[src/rtl/fbosc_seq.sv]
// Two-phase non-overlapping y1/y2 sequencer with start/stop handshake,
// programmable phase length, dead time and burst count.
module fbosc_seq #(
  parameter int CNT_W   = 8,
  parameter int BURST_W = 8
) (
  input  logic               clk,
  input  logic               rst,
  input  logic               start,
  input  logic               stop,
  input  logic [CNT_W-1:0]   ph_len,
  input  logic [CNT_W-1:0]   dead_len,
  input  logic [BURST_W-1:0] burst,
  output logic               y1,
  output logic               y2,
  output logic               busy,
  output logic               done,
  output logic [BURST_W-1:0] cyc_cnt
);

  typedef enum logic [2:0] {
    S_IDLE  = 3'd0,
    S_PH1   = 3'd1,
    S_DEAD1 = 3'd2,
    S_PH2   = 3'd3,
    S_DEAD2 = 3'd4,
    S_DONE  = 3'd5
  } state_t;

  localparam logic [CNT_W-1:0]   CNT_ONE   = CNT_W'(1);
  localparam logic [CNT_W-1:0]   CNT_ZERO  = CNT_W'(0);
  localparam logic [BURST_W-1:0] BURST_ONE = BURST_W'(1);
  localparam logic [BURST_W-1:0] BURST_ZERO = BURST_W'(0);

  state_t               state_q, state_d;
  logic [CNT_W-1:0]     cnt_q, cnt_d;
  logic [CNT_W-1:0]     ph_q, ph_d;
  logic [CNT_W-1:0]     dead_q, dead_d;
  logic [BURST_W-1:0]   burst_q, burst_d;
  logic [BURST_W-1:0]   cyc_q, cyc_d;
  logic                 stop_pend_q, stop_pend_d;
  logic                 y1_q, y1_d;
  logic                 y2_q, y2_d;
  logic                 busy_q, busy_d;
  logic                 done_q, done_d;

  logic                 eop_s;
  logic [CNT_W-1:0]     ph_last_s;
  logic [CNT_W-1:0]     dead_last_s;
  logic [CNT_W-1:0]     ph_in_last_s;

  // Next-state, counter, shadow-config and registered-output computation.
  always_comb begin
    state_d     = state_q;
    cnt_d       = cnt_q;
    ph_d        = ph_q;
    dead_d      = dead_q;
    burst_d     = burst_q;
    cyc_d       = cyc_q;
    stop_pend_d = stop_pend_q;
    eop_s       = 1'b0;

    // Phase length of zero behaves as one cycle.
    ph_last_s    = (ph_q == CNT_ZERO) ? CNT_ZERO : (ph_q - CNT_ONE);
    ph_in_last_s = (ph_len == CNT_ZERO) ? CNT_ZERO : (ph_len - CNT_ONE);
    dead_last_s  = dead_q - CNT_ONE;

    case (state_q)
      S_IDLE: begin
        stop_pend_d = 1'b0;
        if (start) begin
          ph_d    = ph_len;
          dead_d  = dead_len;
          burst_d = burst;
          cyc_d   = BURST_ZERO;
          cnt_d   = ph_in_last_s;
          state_d = S_PH1;
        end else begin
          state_d = S_IDLE;
        end
      end
      S_PH1: begin
        if (stop) stop_pend_d = 1'b1;
        else      stop_pend_d = stop_pend_q;
        if (cnt_q != CNT_ZERO) begin
          cnt_d = cnt_q - CNT_ONE;
        end else if (dead_q != CNT_ZERO) begin
          cnt_d   = dead_last_s;
          state_d = S_DEAD1;
        end else begin
          cnt_d   = ph_last_s;
          state_d = S_PH2;
        end
      end
      S_DEAD1: begin
        if (stop) stop_pend_d = 1'b1;
        else      stop_pend_d = stop_pend_q;
        if (cnt_q != CNT_ZERO) begin
          cnt_d = cnt_q - CNT_ONE;
        end else begin
          cnt_d   = ph_last_s;
          state_d = S_PH2;
        end
      end
      S_PH2: begin
        if (stop) stop_pend_d = 1'b1;
        else      stop_pend_d = stop_pend_q;
        if (cnt_q != CNT_ZERO) begin
          cnt_d = cnt_q - CNT_ONE;
        end else if (dead_q != CNT_ZERO) begin
          cnt_d   = dead_last_s;
          state_d = S_DEAD2;
        end else begin
          eop_s = 1'b1;
        end
      end
      S_DEAD2: begin
        if (stop) stop_pend_d = 1'b1;
        else      stop_pend_d = stop_pend_q;
        if (cnt_q != CNT_ZERO) begin
          cnt_d = cnt_q - CNT_ONE;
        end else begin
          eop_s = 1'b1;
        end
      end
      S_DONE: begin
        stop_pend_d = 1'b0;
        state_d     = S_IDLE;
      end
      default: begin
        stop_pend_d = 1'b0;
        state_d     = S_IDLE;
      end
    endcase

    // End of period: count it, then either finish or start the next one.
    // A stop seen on this very cycle still ends the run here.
    if (eop_s) begin
      cyc_d = cyc_q + BURST_ONE;
      if (((burst_q != BURST_ZERO) && (cyc_d == burst_q)) || stop_pend_q || stop) begin
        state_d = S_DONE;
      end else begin
        cnt_d   = ph_last_s;
        state_d = S_PH1;
      end
    end else begin
      cyc_d = cyc_d;
    end

    // Outputs are decoded from the next state so they leave a flop directly.
    y1_d   = (state_d == S_PH1);
    y2_d   = (state_d == S_PH2);
    busy_d = (state_d != S_IDLE);
    done_d = (state_d == S_DONE);
  end

  // State, counters, shadow configuration and output registers.
  always_ff @(posedge clk or posedge rst) begin
    if (rst) begin
      state_q     <= S_IDLE;
      cnt_q       <= CNT_ZERO;
      ph_q        <= CNT_ZERO;
      dead_q      <= CNT_ZERO;
      burst_q     <= BURST_ZERO;
      cyc_q       <= BURST_ZERO;
      stop_pend_q <= 1'b0;
      y1_q        <= 1'b0;
      y2_q        <= 1'b0;
      busy_q      <= 1'b0;
      done_q      <= 1'b0;
    end else begin
      state_q     <= state_d;
      cnt_q       <= cnt_d;
      ph_q        <= ph_d;
      dead_q      <= dead_d;
      burst_q     <= burst_d;
      cyc_q       <= cyc_d;
      stop_pend_q <= stop_pend_d;
      y1_q        <= y1_d;
      y2_q        <= y2_d;
      busy_q      <= busy_d;
      done_q      <= done_d;
    end
  end

  assign y1      = y1_q;
  assign y2      = y2_q;
  assign busy    = busy_q;
  assign done    = done_q;
  assign cyc_cnt = cyc_q;

endmodule

[config.mk]
export PLATFORM = sky130hd
export DESIGN_NAME = fbosc_seq
export DESIGN_NICKNAME = d
export VERILOG_FILES = /design/src/rtl/fbosc_seq.sv
export SDC_FILE = /design/constraint.sdc
export NUM_CORES = 1
export LEC_CHECK = 0
export BUFFER_PORTS_ARGS = -buffer_cell sky130_fd_sc_hd__buf_2
export CAP_MARGIN = 0
export CORE_MARGIN = 2
export CORE_UTILIZATION = 50
export DETAILED_ROUTE_END_ITERATION = 16
export PLACE_DENSITY = 0.79
export SYNTH_ARGS = -nofsm -noshare
export SYNTH_HDL_FRONTEND = slang
export SYNTH_SLANG_ARGS = --single-unit
[constraint.sdc]
create_clock -name clk -period 2.07 [get_ports clk]
set_input_delay 0.5175 -clock clk [delete_from_list [all_inputs] [get_ports clk]]
set_output_delay 0.5175 -clock clk [all_outputs]
set_load 0.005 [all_outputs]
==> flow_metrics.py, run 1 <==
metrics = {
    "final_layout": {
        "post_route_cells_drive_above_1_share_pct": 33.5,
        "layout_common_cells": "sky130_fd_sc_hd__nand2_1 (102), sky130_fd_sc_hd__buf_4 (78), sky130_fd_sc_hd__dfrtp_1 (47), sky130_fd_sc_hd__buf_2 (39), sky130_fd_sc_hd__nor2_1 (29)",
        "antenna-diode-count": 0,
        "layout.cells.most_common": "sky130_fd_sc_hd__nand2_1",
        "layout-area-overhead-vs-synth_pct": 33.9,
        "numnets_final": 561,
    },
    "placed_design": {
        "gp_routability_congestion": 1.04,
        "detailedPlacementHpwl_mm": 7.64,
        "numPortBuffers": 39,
        "placement.setup.worst_slack_ns": -0.170,
    },
    "global_routing": {
        "grt_antenna_before_repair": 0,
        "grt_first_pass_wirelength_mm": 16.4,
        "number_of_global_route_vias_before_repair": 3371,
        "grt_usage_pct": 27.7,
        "globalRouteOverflowTotal": 0,
        "grt_max_degree": 28,
    },
    "setup_path": {
        "worst_setup_path_start_kind": "register",
        "critical_path.max_fanout": 7,
        "crit-reg2reg-launch": "cnt_q[3]",
        "critical_path.most_common_cell": "sky130_fd_sc_hd__o211ai_1",
        "setup.worst_path.class": "reg2reg",
        "r2r_end": "cnt_q[7]",
        "crit_slowest_cell": "sky130_fd_sc_hd__dfrtp_1",
        "rr_worst_depth": 7,
        "cp-end-kind": "register",
        "cp_data_required_time_ns": 2.31,
        "timing.reg2reg.setup_slack_ns": 0.002,
        "slowest_delay_ns": 0.42,
        "worstPathArrival_ns": 2.31,
        "crit_path_cell_trace": "buf_4, nor3_1, o211ai_1, a21oi_1, o2111ai_1, o21a_1, o211ai_1",
    },
    "timing": {
        "worst_pin_slew_ns": 0.509,
        "timing.slew.headroom_pct": 66.0,
        "finalHoldViolations": 0,
        "portion_of_the_clock_cycle_consumed_by_the_worst_path_in_the_final_layout_pct": 99.9,
        "grt_setup_unrepaired": "yes",
        "setup_viol": 0,
        "fin_ws_ns": 0.00203,
        "skew_ns": 0.00893,
        "finalMaxSlewViolations": 0,
        "maximum_clock_frequency_mhz": 484,
        "crit_path_time_final_ns": 2.07,
    },
    "pwr": {
        "report.power.total_w": 0.00584,
        "power_density_nw_per_um2": 1280,
        "static-leakage-power_nw": 2.09,
        "peakVddDrop_mv": 0.853,
    },
    "floorplan": {
        "die_height_um": 86.5,
        "core_area_um2": 6680,
        "io_pins": 40,
        "start_util_pct": 50.9,
        "die-area_um2": 7480,
        "core_rows": 30,
        "dieWidth_um": 86.5,
    },
    "yosys": {
        "syn-mean-instance-area_um2": 8.12,
        "muxShareOfSynthArea_pct": 2.39,
        "cell_area_after_synthesis_um2": 3400,
        "synth_compound_gate_area_share_pct": 17.8,
        "seq_total_area_yosys_pct": 35.3,
        "dominantRegCellSynth": "sky130_fd_sc_hd__dfrtp_1",
        "synth_enable_flop_cells": 0,
        "async_reset_ff_share_pct": 100,
        "post_synth_xor_area_fraction_pct": 7.47,
        "synth_seq_cells": 48,
        "post_synth_inst_count": 419,
        "synth-adder-area-share_pct": 2.21,
        "synthesis.nets": 453,
        "synth_cell_types": 61,
        "synth_warn": 0,
        "synth_top_family_by_area": "simple AND/OR/NAND/NOR gates",
        "synthSimpleGateAreaFrac_pct": 30.7,
    },
    "worst_hold_path": {
        "hold_class": "in2async",
    },
    "drt": {
        "drc_errors": 0,
        "avgViaCountPerCell": 5.96,
        "drt.antenna.violating_nets": 0,
        "drt_pre_antenna_iters": 5,
        "dr_total_vias": 3623,
        "route.final.wire_length_mm": 10.5,
        "drt-wirelength-per-cell_um": 17.2,
        "dr.first_iter.drc_count": 386,
    },
    "cts": {
        "cts_hold_buf": 0,
        "clock_tree_from_tritoncts": "done",
        "cts-root-to-sink-buffers": 2,
        "clk_transition_reported_paths_ns": 0.10,
        "cts_max_level": 2,
        "clkSinkCount": 48,
        "tritoncts.num_buffers": 5,
        "cts_root_buffer": "sky130_fd_sc_hd__clkbuf_8",
        "worst_skew_late_latency_ns": 0.32,
    },
    "outcome": {
        "run_status": "finished, final reports clean",
    },
    "flow_run": {
        "drv.max_cap_violation_count": 0,
    },
}
==> power by group <==
group	leakage, nW	total (W)	switching (W)	internal (W)
Sequential	0.588	0.00174	0.000450	0.00129
Clock	0.0687	0.000837	0.000350	0.000487
Combinational	1.43	0.00326	0.00170	0.00156
Total	2.09	0.00584	0.00250	0.00334
==> critical path, delay by kind of cell (launching register included) <==
| kind | cells | cell delay, ns |
|---|---|---|
| flip-flops | 1 | 0.42 |
| buffers and inverters | 1 | 0.18 |
| AO/OA/AOI/OAI | 5 | 1.02 |
| AND/OR/NAND/NOR | 1 | 0.36 |
==> what timing repair did <==
item | CTS | global route
setup buffers | 1 | 7
resized for setup | 3 | 29
endpoints found under the setup margin | 10 | 15
gates cloned | 0 | 1
pin swaps | 2 | 11
==> how the worst max path moves through the flow <==
stage | depth (start not counted) | end | start | slack [ns]
3_5_place_dp | 7 | cnt_q[7] | ph_len[0] | -0.17
4_1_cts | 7 | cnt_q[0] | cyc_cnt[1] | 0.0003
2_1_floorplan | 8 | cyc_cnt[3] | dead_q[0] | 0.03
6_report | 7 | cnt_q[7] | cnt_q[3] | 0.002
5_1_grt | 9 | cnt_q[5] | cnt_q[1] | -0.08
3_3_place_gp | 7 | cnt_q[7] | ph_len[0] | -0.1
==> through the flow <==
step | hold slack (ns) | cell area, um2 | TNS [ns] | cells | utilization, %
global placement | 0.511 | 4200 | -0.151 | 591 | 62.8
detailed placement | 0.514 | 4200 | -0.739 | 591 | 62.8
finish | 0.190 | 4550 | 0 | 608 | 68.1
floorplan | 0.489 | 3430 | 0 | 419 | -
global route | 0.222 | 4550 | -0.455 | 608 | 68.1
CTS | 0.204 | 4360 | 0 | 600 | 65.2
==> sequential cells by signal, summed over array words and instances, names as in the netlist <==
register and count:
state_q 3, stop_pend_q 1, done 1, ph_q 8
burst_q 8, cyc_cnt 8, busy 1, y2 1
cnt_q 8, dead_q 8, y1 1
==> routing by layer <==
layer | GRT usage, % | wire length, um | vias up
met5 | 0 | 0 | -
met4 | 9.66 | 283 | 0
met3 | 4.57 | 789 | 36
met2 | 44.3 | 4930 | 196
met1 | 38.2 | 4480 | 1699
li1 | - | - | 1692
==> Yosys cell counts, types with 2 or more instances <==
master                      count  area share [%]
sky130_fd_sc_hd__or3b_2         2            0.52
sky130_fd_sc_hd__o211ai_1       8             1.8
sky130_fd_sc_hd__xnor2_1       20             5.2
sky130_fd_sc_hd__clkbuf_1       8            0.88
sky130_fd_sc_hd__a221oi_1       4             1.0
sky130_fd_sc_hd__nor3_1        11             1.6
sky130_fd_sc_hd__a211oi_1       5             1.1
sky130_fd_sc_hd__or4_1          2            0.44
sky130_fd_sc_hd__a22oi_1        2            0.44
sky130_fd_sc_hd__mux2i_1        7             2.1
sky130_fd_sc_hd__a221o_1        2            0.59
sky130_fd_sc_hd__o22ai_1        3            0.55
sky130_fd_sc_hd__a31oi_1        2            0.37
sky130_fd_sc_hd__nor4b_2        2            0.88
sky130_fd_sc_hd__nor2_1        32             3.5
sky130_fd_sc_hd__nand4_1        2            0.37
sky130_fd_sc_hd__o21ai_0       21             3.1
sky130_fd_sc_hd__nor2b_1        5            0.92
sky130_fd_sc_hd__a21oi_1       12             1.8
sky130_fd_sc_hd__nor4_1         4            0.74
sky130_fd_sc_hd__xor2_1         9             2.3
sky130_fd_sc_hd__a21o_1         2            0.44
sky130_fd_sc_hd__nand2_1      105              12
sky130_fd_sc_hd__and3_1         3            0.55
sky130_fd_sc_hd__ha_1           6             2.2
sky130_fd_sc_hd__o221ai_1       5             1.3
sky130_fd_sc_hd__or4_4          2            0.66
sky130_fd_sc_hd__nor3b_1        4            0.88
sky130_fd_sc_hd__buf_2         11             1.6
sky130_fd_sc_hd__nor4_4         2             1.3
sky130_fd_sc_hd__or3_1          4            0.74
sky130_fd_sc_hd__nand2b_1       3            0.55
sky130_fd_sc_hd__o31ai_1        4            0.88
sky130_fd_sc_hd__dfrtp_1       48              35
sky130_fd_sc_hd__nand3_1       10             1.5
sky130_fd_sc_hd__and2_1         3            0.55
sky130_fd_sc_hd__o21a_1         3            0.66
sky130_fd_sc_hd__a21boi_0       3            0.66
sky130_fd_sc_hd__inv_1         15             1.7
sky130_fd_sc_hd__o2111ai_1      2            0.52
==> cells by family (layout without fill, tap and decap cells) <==
family	after synthesis	count (layout)
fa+ha+maj	6	6
buf+inv	34	143
flops	48	48
compound gates	88	88
simple gates	206	206
mux	8	8
xor+xnor	29	29
==> final cells by class <==
type | count | area (um2)
inverter | 15 | 56.3
clock buffer | 5 | 68.8
tap | 80 | 100
sequential | 48 | 1200
clock inverter | 3 | 68.8
multi-input combinational | 337 | 2220
timing repair buffer | 120 | 837
fill | 533 | 2130
(Power assumes the default switching activity.)
==> run 2: changes to the inputs <==
Settings changed: SETUP_SLACK_MARGIN from default to 0.05.
==> flow_metrics.py, run 2 (synthesis results as in run 1) <==
metrics = {
    "timing": {
        "finalHoldViolations": 0,
        "skew_ns": 0.00832,
        "worst_pin_slew_ns": 0.561,
        "timing.slew.headroom_pct": 62.3,
        "grt_setup_unrepaired": "yes",
        "final.setup.tns_ns": 0,
        "portion_of_the_clock_cycle_consumed_by_the_worst_path_in_the_final_layout_pct": 99.6,
        "crit_path_time_final_ns": 2.06,
        "finalMaxSlewViolations": 0,
        "fin_ws_ns": 0.00732,
        "maximum_clock_frequency_mhz": 485,
        "setup_viol": 0,
    },
    "cts": {
        "clock_tree_from_tritoncts": "done",
        "clk_transition_reported_paths_ns": 0.10,
        "worst_skew_late_latency_ns": 0.31,
        "cts_max_level": 2,
        "clkSinkCount": 48,
        "cts-root-to-sink-buffers": 2,
        "tritoncts.num_buffers": 5,
        "cts_root_buffer": "sky130_fd_sc_hd__clkbuf_8",
    },
    "floorplan": {
        "core_rows": 30,
        "core_area_um2": 6680,
        "dieWidth_um": 86.5,
        "die_height_um": 86.5,
        "die-area_um2": 7480,
        "io_pins": 40,
        "start_util_pct": 50.9,
    },
    "drt": {
        "drt-wirelength-per-cell_um": 18.3,
        "avgViaCountPerCell": 6.09,
        "drc_errors": 0,
        "drt.antenna.violating_nets": 0,
        "dr.first_iter.drc_count": 403,
        "route.final.wire_length_mm": 11.1,
        "dr_total_vias": 3692,
        "drt_pre_antenna_iters": 6,
    },
    "global_routing": {
        "grt_usage_pct": 29.6,
        "grt_first_pass_wirelength_mm": 17.4,
        "number_of_global_route_vias_before_repair": 3573,
        "globalRouteOverflowTotal": 0,
        "grt_max_degree": 28,
        "grt_antenna_before_repair": 0,
    },
    "placed_design": {
        "placed_cells_incl_taps": 590,
        "numPortBuffers": 39,
        "gp_routability_congestion": 1.04,
        "detailedPlacementHpwl_mm": 7.87,
        "placement.setup.worst_slack_ns": -0.157,
    },
    "outcome": {
        "run_status": "finished, final reports clean",
    },
    "pwr": {
        "static-leakage-power_nw": 2.10,
        "peakVddDrop_mv": 0.826,
        "report.power.total_w": 0.00598,
        "power_density_nw_per_um2": 1300,
    },
    "final_layout": {
        "antenna-diode-count": 0,
        "layout_common_cells": "sky130_fd_sc_hd__nand2_1 (103), sky130_fd_sc_hd__buf_4 (76), sky130_fd_sc_hd__dfrtp_1 (45), sky130_fd_sc_hd__buf_2 (39), sky130_fd_sc_hd__nor2_1 (30)",
        "post_route_cells_drive_above_1_share_pct": 34.4,
        "layout.cells.most_common": "sky130_fd_sc_hd__nand2_1",
        "numnets_final": 559,
        "layoutNonFillerInstCount": 606,
        "final_core_density_pct": 68.7,
        "layout-area-overhead-vs-synth_pct": 34.9,
    },
    "setup_path": {
        "cp-end-kind": "register",
        "cp_data_required_time_ns": 2.31,
        "critical_path.max_fanout": 4,
        "worstPathArrival_ns": 2.30,
        "setup.worst_path.class": "reg2reg",
        "worst_setup_path_start_kind": "register",
    },
    "flow_run": {
        "drv.max_cap_violation_count": 0,
    },
    "worst_hold_path": {
        "hold_class": "in2async",
    },
}
[run 2: power breakdown]
part / internal, W / switching, W / total (W)
clock: 0.000487 / 0.000356 / 0.000843
sequential: 0.00130 / 0.000513 / 0.00181
combinational: 0.00160 / 0.00172 / 0.00332
total: 0.00339 / 0.00259 / 0.00598
[run 2: stage by stage]
stage | hold slack [ns] | instance area [um2]
2_1_floorplan | 0.489 | 3440
3_3_place_gp | 0.508 | 4200
3_5_place_dp | 0.525 | 4200
4_1_cts | 0.242 | 4420
5_1_grt | 0.271 | 4590
6_report | 0.223 | 4590
[run 2: final timing paths]
kind	startpoint	to	slack (ns)	cells after the start
hold reg to reg	burst_q[1]	burst_q[1]	0.55	2
hold / removal	rst	done	0.22	2
min in group clk	dead_len[7]	dead_q[7]	0.39	3
setup / recovery	ph_q[0]	cnt_q[6]	0.007	8
max in group asynchronous	rst	ph_q[3]	1.24	3
setup reg to reg	ph_q[0]	cnt_q[6]	0.007	8
[run 2: final cells by class]
class	count	area, um2
Clock buffer	5	68.8
Clock inverter	3	68.8
Fill cell	542	2090
Inverter	15	56.3
Multi-Input combinational cell	337	2260
Sequential cell	48	1200
Tap cell	80	100
Timing Repair Buffer	118	830
[run 2: worst max-delay path: stages, from the launching register on]
cell	delay (ns)
sky130_fd_sc_hd__dfrtp_1	0.42
sky130_fd_sc_hd__inv_2	0.07
sky130_fd_sc_hd__buf_4	0.15
sky130_fd_sc_hd__ha_1	0.25
sky130_fd_sc_hd__a21boi_0	0.48
sky130_fd_sc_hd__nor2_1	0.17
sky130_fd_sc_hd__o221ai_1	0.22
sky130_fd_sc_hd__o311ai_1	0.15
sky130_fd_sc_hd__o211ai_1	0.10
[run 2: routing by layer]
metal | wire length, um | up-vias | GRT usage (%) | share of wire, %
met5 | 0 | - | 0 | 0
li1 | - | 1688 | - | -
met2 | 5240 | 214 | 47.8 | 47
met3 | 988 | 47 | 6.38 | 8.9
met4 | 431 | 0 | 12.9 | 3.9
met1 | 4430 | 1743 | 38.3 | 40
[run 2: what timing repair did]
item,4_1_cts,5_1_grt
hold buffers,0,0
gates resized for setup,11,32
setup endpoints to repair,12,18
cloned,1,0
setup buffers,1,6
pin swaps,4,14
